## config.mk

```make
export PLATFORM = sky130hd
export DESIGN_NAME = mult_iter
export DESIGN_NICKNAME = d
export VERILOG_FILES = /design/src/rtl/mult_pkg.sv /design/src/rtl/mult_sign_fix.sv /design/src/rtl/mult_iter.sv
export SDC_FILE = /design/constraint.sdc
export NUM_CORES = 1
export LEC_CHECK = 0
export CAP_MARGIN = 15
export CORE_MARGIN = 2
export CORE_UTILIZATION = 63
export CTS_CLUSTER_SIZE = 16
export DETAILED_ROUTE_END_ITERATION = 8
export PLACE_DENSITY = 0.91
export SYNTH_ARGS = -nofsm -noshare
export SYNTH_HDL_FRONTEND = slang
export SYNTH_SLANG_ARGS = --single-unit
```

## constraint.sdc

```tcl
create_clock -name i_clk -period 9.85 [get_ports i_clk]
set_input_delay 2.4625 -clock i_clk [delete_from_list [all_inputs] [get_ports i_clk]]
set_output_delay 2.4625 -clock i_clk [all_outputs]
set_load 0.01 [all_outputs]
```

## src/rtl/mult_pkg.sv

```systemverilog
// Shared types and elaboration-time helpers for the iterative multiplier.
package mult_pkg;

    typedef enum logic [1:0] {
        ST_IDLE = 2'd0,
        ST_CALC = 2'd1,
        ST_DONE = 2'd2
    } state_t;

    function automatic bit params_ok(input int unsigned width, input int unsigned bpc);
        return (width >= 4) && ((width % 2) == 0) &&
               ((bpc == 1) || (bpc == 2) || (bpc == 4)) &&
               ((width % bpc) == 0);
    endfunction

    // Number of compute iterations needed to consume the whole multiplier.
    function automatic int unsigned n_iter(input int unsigned width, input int unsigned bpc);
        return width / bpc;
    endfunction

    function automatic int unsigned cnt_width(input int unsigned n);
        return (n > 1) ? $clog2(n) : 1;
    endfunction

endpackage

```

## src/rtl/mult_sign_fix.sv

```systemverilog
// Splits an operand into unsigned magnitude and a sign flag; ns=1 means the value is unsigned.
module mult_sign_fix #(
    parameter int unsigned W = 16
) (
    input  logic [W-1:0] val_i,
    input  logic         ns_i,
    output logic [W-1:0] mag_c_o,
    output logic         neg_c_o
);

    assign neg_c_o = ~ns_i & val_i[W-1];
    // The most negative value maps onto itself, which is its correct unsigned magnitude.
    assign mag_c_o = neg_c_o ? (~val_i + W'(1)) : val_i;

endmodule

```

## src/rtl/mult_iter.sv

```systemverilog
// Iterative shift-add multiplier, BPC multiplier bits per clock, valid/ready on both sides.
module mult_iter
    import mult_pkg::*;
#(
    parameter int unsigned WIDTH = 16,
    parameter int unsigned BPC   = 2
) (
    input  logic               i_clk,
    input  logic               i_rst,
    input  logic               i_valid,
    output logic               o_ready,
    input  logic               i_multa_ns,
    input  logic               i_multb_ns,
    input  logic [WIDTH-1:0]   i_multa,
    input  logic [WIDTH-1:0]   i_multb,
    output logic               o_valid,
    input  logic               i_ready,
    output logic [2*WIDTH-1:0] o_product,
    output logic               o_busy
);

    localparam int unsigned W2 = 2 * WIDTH;
    localparam int unsigned N  = n_iter(WIDTH, BPC);
    localparam int unsigned CW = cnt_width(N);
    localparam logic [CW-1:0] CNT_LAST = CW'(N - 1);

    if (!params_ok(WIDTH, BPC)) begin : g_param_check
        $fatal(1, "mult_iter: WIDTH must be even and >= 4, BPC in {1,2,4} dividing WIDTH");
    end

    state_t          state_q;
    logic [W2-1:0]   mplier_q;
    logic [WIDTH-1:0] mcand_q;
    logic            neg_q;
    logic [W2-1:0]   acc_q;
    logic [CW-1:0]   cnt_q;
    logic [W2-1:0]   product_q;
    logic            ready_q;
    logic            valid_q;
    logic            busy_q;

    logic [WIDTH-1:0] mag_a_c;
    logic [WIDTH-1:0] mag_b_c;
    logic             neg_a_c;
    logic             neg_b_c;
    logic [W2-1:0]    addend_c;
    logic [W2-1:0]    acc_sum_c;
    logic [W2-1:0]    result_c;

    mult_sign_fix #(.W(WIDTH)) u_fix_a (
        .val_i   (i_multa),
        .ns_i    (i_multa_ns),
        .mag_c_o (mag_a_c),
        .neg_c_o (neg_a_c)
    );

    mult_sign_fix #(.W(WIDTH)) u_fix_b (
        .val_i   (i_multb),
        .ns_i    (i_multb_ns),
        .mag_c_o (mag_b_c),
        .neg_c_o (neg_b_c)
    );

    // mplier_q is |A| pre-shifted to the current digit position, so each
    // partial product is a sum of gated shifted copies.
    always_comb begin
        addend_c = '0;
        for (int i = 0; i < BPC; i++) begin
            if (mcand_q[i]) begin
                addend_c = addend_c + (mplier_q << i);
            end
        end
    end

    assign acc_sum_c = acc_q + addend_c;
    assign result_c  = neg_q ? (~acc_sum_c + W2'(1)) : acc_sum_c;

    always_ff @(posedge i_clk) begin
        if (i_rst) begin
            state_q   <= ST_IDLE;
            mplier_q  <= '0;
            mcand_q   <= '0;
            neg_q     <= 1'b0;
            acc_q     <= '0;
            cnt_q     <= '0;
            product_q <= '0;
            ready_q   <= 1'b1;
            valid_q   <= 1'b0;
            busy_q    <= 1'b0;
        end else begin
            unique case (state_q)
                ST_IDLE: begin
                    if (i_valid) begin
                        mplier_q <= W2'(mag_a_c);
                        mcand_q  <= mag_b_c;
                        neg_q    <= neg_a_c ^ neg_b_c;
                        acc_q    <= '0;
                        cnt_q    <= '0;
                        state_q  <= ST_CALC;
                        ready_q  <= 1'b0;
                        busy_q   <= 1'b1;
                    end
                end
                ST_CALC: begin
                    acc_q    <= acc_sum_c;
                    mplier_q <= mplier_q << BPC;
                    mcand_q  <= mcand_q >> BPC;
                    cnt_q    <= cnt_q + CW'(1);
                    if (cnt_q == CNT_LAST) begin
                        product_q <= result_c;
                        state_q   <= ST_DONE;
                        valid_q   <= 1'b1;
                    end
                end
                ST_DONE: begin
                    if (i_ready) begin
                        state_q <= ST_IDLE;
                        valid_q <= 1'b0;
                        ready_q <= 1'b1;
                        busy_q  <= 1'b0;
                    end
                end
                default: begin
                    state_q <= ST_IDLE;
                    valid_q <= 1'b0;
                    ready_q <= 1'b1;
                    busy_q  <= 1'b0;
                end
            endcase
        end
    end

    assign o_ready   = ready_q;
    assign o_valid   = valid_q;
    assign o_busy    = busy_q;
    assign o_product = product_q;

endmodule

```

After elaboration in Yosys (flattened, before gate mapping)
Cells that the tools add are included.
{"block": "op_classes", "n_addsub": 6, "eq_ne": 6, "n_mux": 25, "bitwise_logic": 10, "reduce_logical": 8}
{"op": "two-way mux 32 bit", "count": 5}
{"op": "one-hot mux 32 bit (2 select lines)", "count": 2}
{"op": "adder 32 bit", "count": 2}
{"op": "two-way mux 16 bit", "count": 3}
{"op": "adder 16 x 1 -> 16 bit (second input constant)", "count": 2}
{"op": "adder 32 x 1 -> 32 bit (second input constant)", "count": 1}
{"op": "inverter 16 bit", "count": 2}
{"op": "inverter 32 bit", "count": 1}
{"op": "one-hot mux 16 bit (2 select lines)", "count": 1}
{"op": "one-hot mux 1 bit (3 select lines)", "count": 3}
{"op": "AND reduction 3 bit", "count": 3}
{"op": "two-way mux 2 bit", "count": 3}
{"op": "!= test 2 bit (second input constant)", "count": 3}
{"op": "one-hot mux 2 bit (3 select lines)", "count": 1}
{"op": "one-hot mux 3 bit (2 select lines)", "count": 1}
{"op": "AND reduction 2 bit", "count": 3}
{"op": "two-way mux 1 bit", "count": 5}
{"op": "inverter 1 bit", "count": 4}
{"op": "adder 3 x 1 -> 3 bit (second input constant)", "count": 1}
{"op": "equality test 3 bit (second input constant)", "count": 1}
{"op": "two-way mux 3 bit", "count": 1}
{"op": "AND 1 bit", "count": 2}
{"op": "equality test 2 x 1 -> 1 bit (second input constant)", "count": 1}
{"op": "equality test 2 bit (second input constant)", "count": 1}
{"op": "3 further kinds", "count": 3}
{"block": "word_totals", "ff_bits": 121, "input_bits": 38}

Logic depth before layout (Yosys ltp)
{"block": "logic_depth", "depth_word": 7, "mapped_depth": 32, "mapped_depth_nobuf": 26}

Hierarchy
From an unflattened synthesis, not the netlist that was laid out.
{"block": "hier_totals", "hier_cells": 1408, "hier_area_um2": 10359.9}
{"mod": "mult_iter", "n_inst": 1, "cells_each": 1300, "area_each_um2": 9636.7, "seq_area_each_um2": 2422.3}
{"mod": "mult_sign_fix", "n_inst": 2, "cells_each": 54, "area_each_um2": 361.6, "seq_area_each_um2": 0.0}

Worst setup path after synthesis
No wires, ideal clock.
{"block": "synth_path", "path_kind": "flip-flop to flip-flop", "startpoint": "register mcand_q[0]", "endpoint": "register product_q[26] (netlist: o_product[26])", "setup_ps": 86, "arrival_ps": 6592, "required_time_ps": 9764, "setup_slack_ps": 3172, "stages_incl_launch_ff": 32, "period_less_slack_ps": 6678, "path_cell_list": "dfxtp_1 clkbuf_1 clkbuf_1 clkbuf_1 clkbuf_1 clkbuf_1 nand2_1 inv_1 ha_1 inv_1 fa_1 nor2b_1 nand4b_1 nand2b_1 a21oi_1 o21ai_0 a22o_1 nand2_1 o2111ai_1 xor2_1 ha_1 buf_2 and3_1 nand2_1 and3b_1 nor4_1 a311oi_1 or4b_1 or4b_4 o31ai_2 xor2_1 a211oi_1"}
{"block": "synth_via", "elab_chain_cells": 7}
{"element": "start: declaration", "line_no": "mult_iter.sv:33", "rtl": "logic [WIDTH-1:0] mcand_q;"}
{"element": "start signal: assignment", "line_no": "mult_iter.sv:95", "rtl": "mcand_q <= mag_b_c;"}
{"element": "start signal: assignment", "line_no": "mult_iter.sv:107", "rtl": "mcand_q <= mcand_q >> BPC;"}
{"element": "two-way mux 32 bit *", "line_no": "mult_iter.sv:69", "rtl": "if (mcand_q[i]) begin"}
{"element": "adder 32 bit", "line_no": "mult_iter.sv:70", "rtl": "addend_c = addend_c + (mplier_q << i);"}
{"element": "two-way mux 32 bit *", "line_no": "mult_iter.sv:69"}
{"element": "adder 32 bit *", "line_no": "mult_iter.sv:75", "rtl": "assign acc_sum_c = acc_q + addend_c;"}
{"element": "inverter 32 bit", "line_no": "mult_iter.sv:76", "rtl": "assign result_c = neg_q ? (~acc_sum_c + W2'(1)) : acc_sum_c;"}
{"element": "adder 32 x 1 -> 32 bit", "line_no": "mult_iter.sv:76"}
{"element": "two-way mux 32 bit *", "line_no": "mult_iter.sv:76"}
{"element": "end signal: assignment", "line_no": "mult_iter.sv:110", "rtl": "product_q <= result_c;"}
{"element": "end: declaration", "line_no": "mult_iter.sv:37", "rtl": "logic [W2-1:0] product_q;"}
Mark *: on every way between the ends. The rest lies on a longest branch, timed or not.
A chain may end at the register's enable or synchronous reset.

Worst setup path after layout
{"block": "layout_path", "startpoint": "register mcand_q[0]", "endpoint": "register product_q[31] (netlist: o_product[31])"}
The elaborated chain is that of the path after synthesis.

==> summary.md <==
| Metric | Value |
|---|---|
| Final Util | `0.719` |
| CP required | `10.12 ns` |
| VDD IR max | `0.113 mV` |
| Syn_nets | `1487` |
| Top Usage Layer GRT | `met2` |
| CTS buffer count | `17` |
| P per Cell Area | `118 nW/µm²` |
| Post-synth EDFFs | `0` |
| Post-synthesis sequential element count | `121` |
| Post-layout power | `1.34 mW` |
| Total negative slack | `0 ns` |
| CP endpoint kind | `flip-flop` |
| Fin. Hold Viols | `0` |
| Die span in x | `131 µm` |
| Hold WS | `0.456 ns` |
| Synth unique cells | `83` |
| Min Tclk post-route | `6.51 ns` |
| 1st-iter DRT viols | `1220` |
| Grt total ovfl | `0` |
| IO Pins | `73` |
| Met3 Use GR | `0.0432` |
| GR Util All Layers | `0.307` |
| Int Power | `0.945 mW` |
| Cells after Synth | `1391` |
| Post-CTS Setup Bufs | `0` |
| Largest net degree at the start of global routing | `99` |
| Max Freq | `154 MHz` |
| Max Fanout on Critical Path | `52` |
| WL/cell | `16.1 µm` |
| Vias | `10300` |
| Detailed-route DRC error count | `0` |
| Placed Area | `10800 µm²` |
| Skew final | `0.0110 ns` |
| Worst slew pin tran | `0.990 ns` |
| Max Slew Vio Count | `0` |
| Core Area | `15800 µm²` |
| Total number of H-tree levels | `4` |
| Clock Power Share | `0.439` |
| First-pass GRT wire length | `42.9 mm` |
| # diodes | `0` |
| Placer congestion estimate | `0.967` |
| Nature of the critical path startpoint | `flip-flop` |
| Outcome | `completed` |
| Clock root buffer | `clkbuf_16` |
| Die Y-Extent | `131 µm` |
| Routed Antenna Nets | `0` |
| Net Sw Power | `0.393 mW` |
| Area growth from synthesis to layout | `12.1%` |
| Post-synthesis area per instance | `7.30 µm²` |
| Clock transition at path regs | `0.06 ns` |
| Max transition margin | `0.340` |
| Starting Density | `0.642` |
| Arr. time, crit path | `6.78 ns` |
| Comb pwr share | `0.167` |
| Worst Path Class, Setup | `reg2reg` |
| GRT met1 Usage | `0.423` |
| Worst-case clock buffer depth | `2` |
| Vias in the first global route | `9114` |
| Nets@finish | `1488` |
| Row cnt | `46` |
| Post-route cell area | `11400 µm²` |
| Syn Std Cell Area | `10200 µm²` |
| Reg2Reg Setup Slack | `3.34 ns` |
| # resized after CTS | `0` |
| Synth warn | `0` |
| Post-CTS Hold Fix Bufs | `0` |
| Total routed wirelength | `26.1 mm` |
| Fill cell count | `1258` |
| Leak | `4.26 nW` |
| Async set-reset flop share out of synthesis | `0` |
| # Max-Cap Violations | `0` |
| Hpwl dp | `18.7 mm` |
| Unrepaired setup endpoints after global routing | `no` |
| TritonRoute pass-1 iters | `7` |
| Sequential share of power | `0.393` |
| IO Port Bufs | `72` |
| TritonCTS clock tree | `done` |
| Crit share post-route | `0.661` |
| M2 GR Usage | `0.503` |
| Clk_lat worst skew | `0.43 ns` |
| Switch share | `0.294` |
| Layout cells sized above 1 | `0.0613` |
| Part of the Yosys area used for sequential elements | `0.239` |
| Hold/Removal Path Class | `reg2reg` |
| CTS Sinks | `121` |
| Main synth FF type | `dfxtp_1` |
| Initial antenna violation count | `0` |
| Die ar. | `17100 µm²` |
| Setup-failing EPs final | `0` |
| Avg Vias per Cell | `6.34` |
==> power by group through the flow <==
stage	combinational, mW	sequential, mW	clock, mW
after global routing	0.247	0.529	0.617
after global placement	0.214	0.535	0
after floorplan	0.174	0.521	0
after CTS	0.220	0.525	0.593
final	0.224	0.527	0.588
after detailed placement	0.219	0.536	0
==> placed cells by master, fill, tap and decap left out, drive strengths merged, types with 8 or more instances in the layout <==
cell type,synthesis,layout
a211oi,35,35
a21o,14,14
a21oi,160,160
a22oi,35,35
a31o,8,8
a31oi,13,13
and2,34,34
and3,15,15
buf,15,10
clkbuf,84,20
clkdlybuf4s50,0,71
dfxtp,121,121
ha,56,56
inv,33,33
mux2,11,11
nand2,164,164
nand2b,15,15
nand3,59,59
nand4,13,13
nor2,120,120
nor2b,12,12
nor3,30,30
nor3b,9,9
o211ai,12,12
o21a,11,11
o21ai,79,79
o21bai,8,8
o31ai,19,19
or3,9,9
xnor2,46,46
xor2,52,52
==> cell type report <==
| class | instances | area [µm²] | share of cell area |
|---|---|---|---|
| Tap cell | 216 | 270 | 0.0237 |
| Multi-Input combinational cell | 1138 | 7220 | 0.635 |
| Timing Repair Buffer | 81 | 786 | 0.0690 |
| Inverter | 33 | 124 | 0.0109 |
| Clock inverter | 11 | 100 | 0.00880 |
| Clock buffer | 20 | 457 | 0.0401 |
| Sequential cell | 121 | 2420 | 0.213 |
==> routing by layer <==
layer	routed length [µm]	vias to the layer above	share of wire
met3	1660	36	0.064
li1	-	5073	-
met1	12100	4770	0.46
met2	12000	389	0.46
met5	0	-	0
met4	392	0	0.015
==> registers in the layout, indices dropped and copies added (netlist names) <==
signal and count:
acc_q 32, o_busy 1, o_product 32, state_q 2
cnt_q 3, mcand_q 16, o_ready 1, neg_q 1
o_valid 1, mplier_q 32
==> Yosys cell counts (4+ instances only) <==
cell	n	area (µm²)
nor3_1	30	150
nor2_1	120	450
ha_1	56	701
o21a_1	11	82.6
a211oi_1	32	240
nand3_1	59	295
or3_1	9	56.3
o211ai_1	12	90.1
nand4_1	13	81.3
a22oi_1	35	263
a21boi_0	4	30.0
buf_4	6	45.0
o21ai_0	75	375
nor4_1	6	37.5
nor2b_1	12	75.1
inv_1	33	124
o21bai_1	8	60.1
mux2_2	11	124
buf_1	4	15.0
o2111ai_1	4	35.0
a21oi_1	159	796
xnor2_1	46	403
nand2_1	164	616
nand3b_1	7	52.6
mux2i_1	4	40.0
o31ai_1	17	128
dfxtp_1	121	2420
buf_2	5	25.0
nand2b_1	15	93.8
nand4b_1	5	43.8
a21o_1	13	97.6
a31o_2	8	70.1
a221oi_1	6	52.6
a31oi_1	12	75.1
nor3b_1	9	67.6
and2_1	33	206
and4_1	4	35.0
xor2_1	52	455
clkbuf_1	83	312
and3_1	14	87.6
==> logic make-up after synthesis <==
family	share of synthesized area
buffers and inverters	0.0518
multiplexers	0.0161
flip-flops	0.239
XOR/XNOR	0.0868
adder cells (fa/ha/maj)	0.0730
AO/OA/AOI/OAI	0.288
AND/OR/NAND/NOR	0.246
==> stage by stage <==
step	setup WS (ns)	std cells
2_1_floorplan	3.17	1391
3_3_place_gp	3.65	1589
3_5_place_dp	3.47	1589
4_1_cts	3.44	1620
5_1_grt	2.90	1620
6_report	3.34	1620
==> worst max-delay path, stage by stage (launching register included) <==
cell and delay (ns):
dfxtp_1 0.34, buf_4 0.43, nand2_1 0.21, inv_1 0.10, ha_1 0.23, a21o_1 0.20
a221oi_1 0.35, o22ai_1 0.21, a221o_1 0.37, a31oi_1 0.37, o21bai_1 0.11, a21oi_1 0.19
xnor2_1 0.08, mux2_2 0.27, ha_1 0.42, and3_1 0.23, and2_1 0.18, nand2_1 0.08
a2111oi_1 0.35, a211oi_1 0.19, a211oi_1 0.31, or4b_4 0.52, o41ai_4 0.34, xnor2_1 0.18
a211oi_2 0.09
==> worst paths after layout <==
check / from / endpoint / cells after the start
max reg2reg: mcand_q[0] / o_product[31] / 24
max: mcand_q[0] / o_product[31] / 24
min reg2reg: mcand_q[4] / mcand_q[2] / 2
min: mcand_q[4] / mcand_q[2] / 2
No activity file was read; power rests on OpenSTA's default activity.
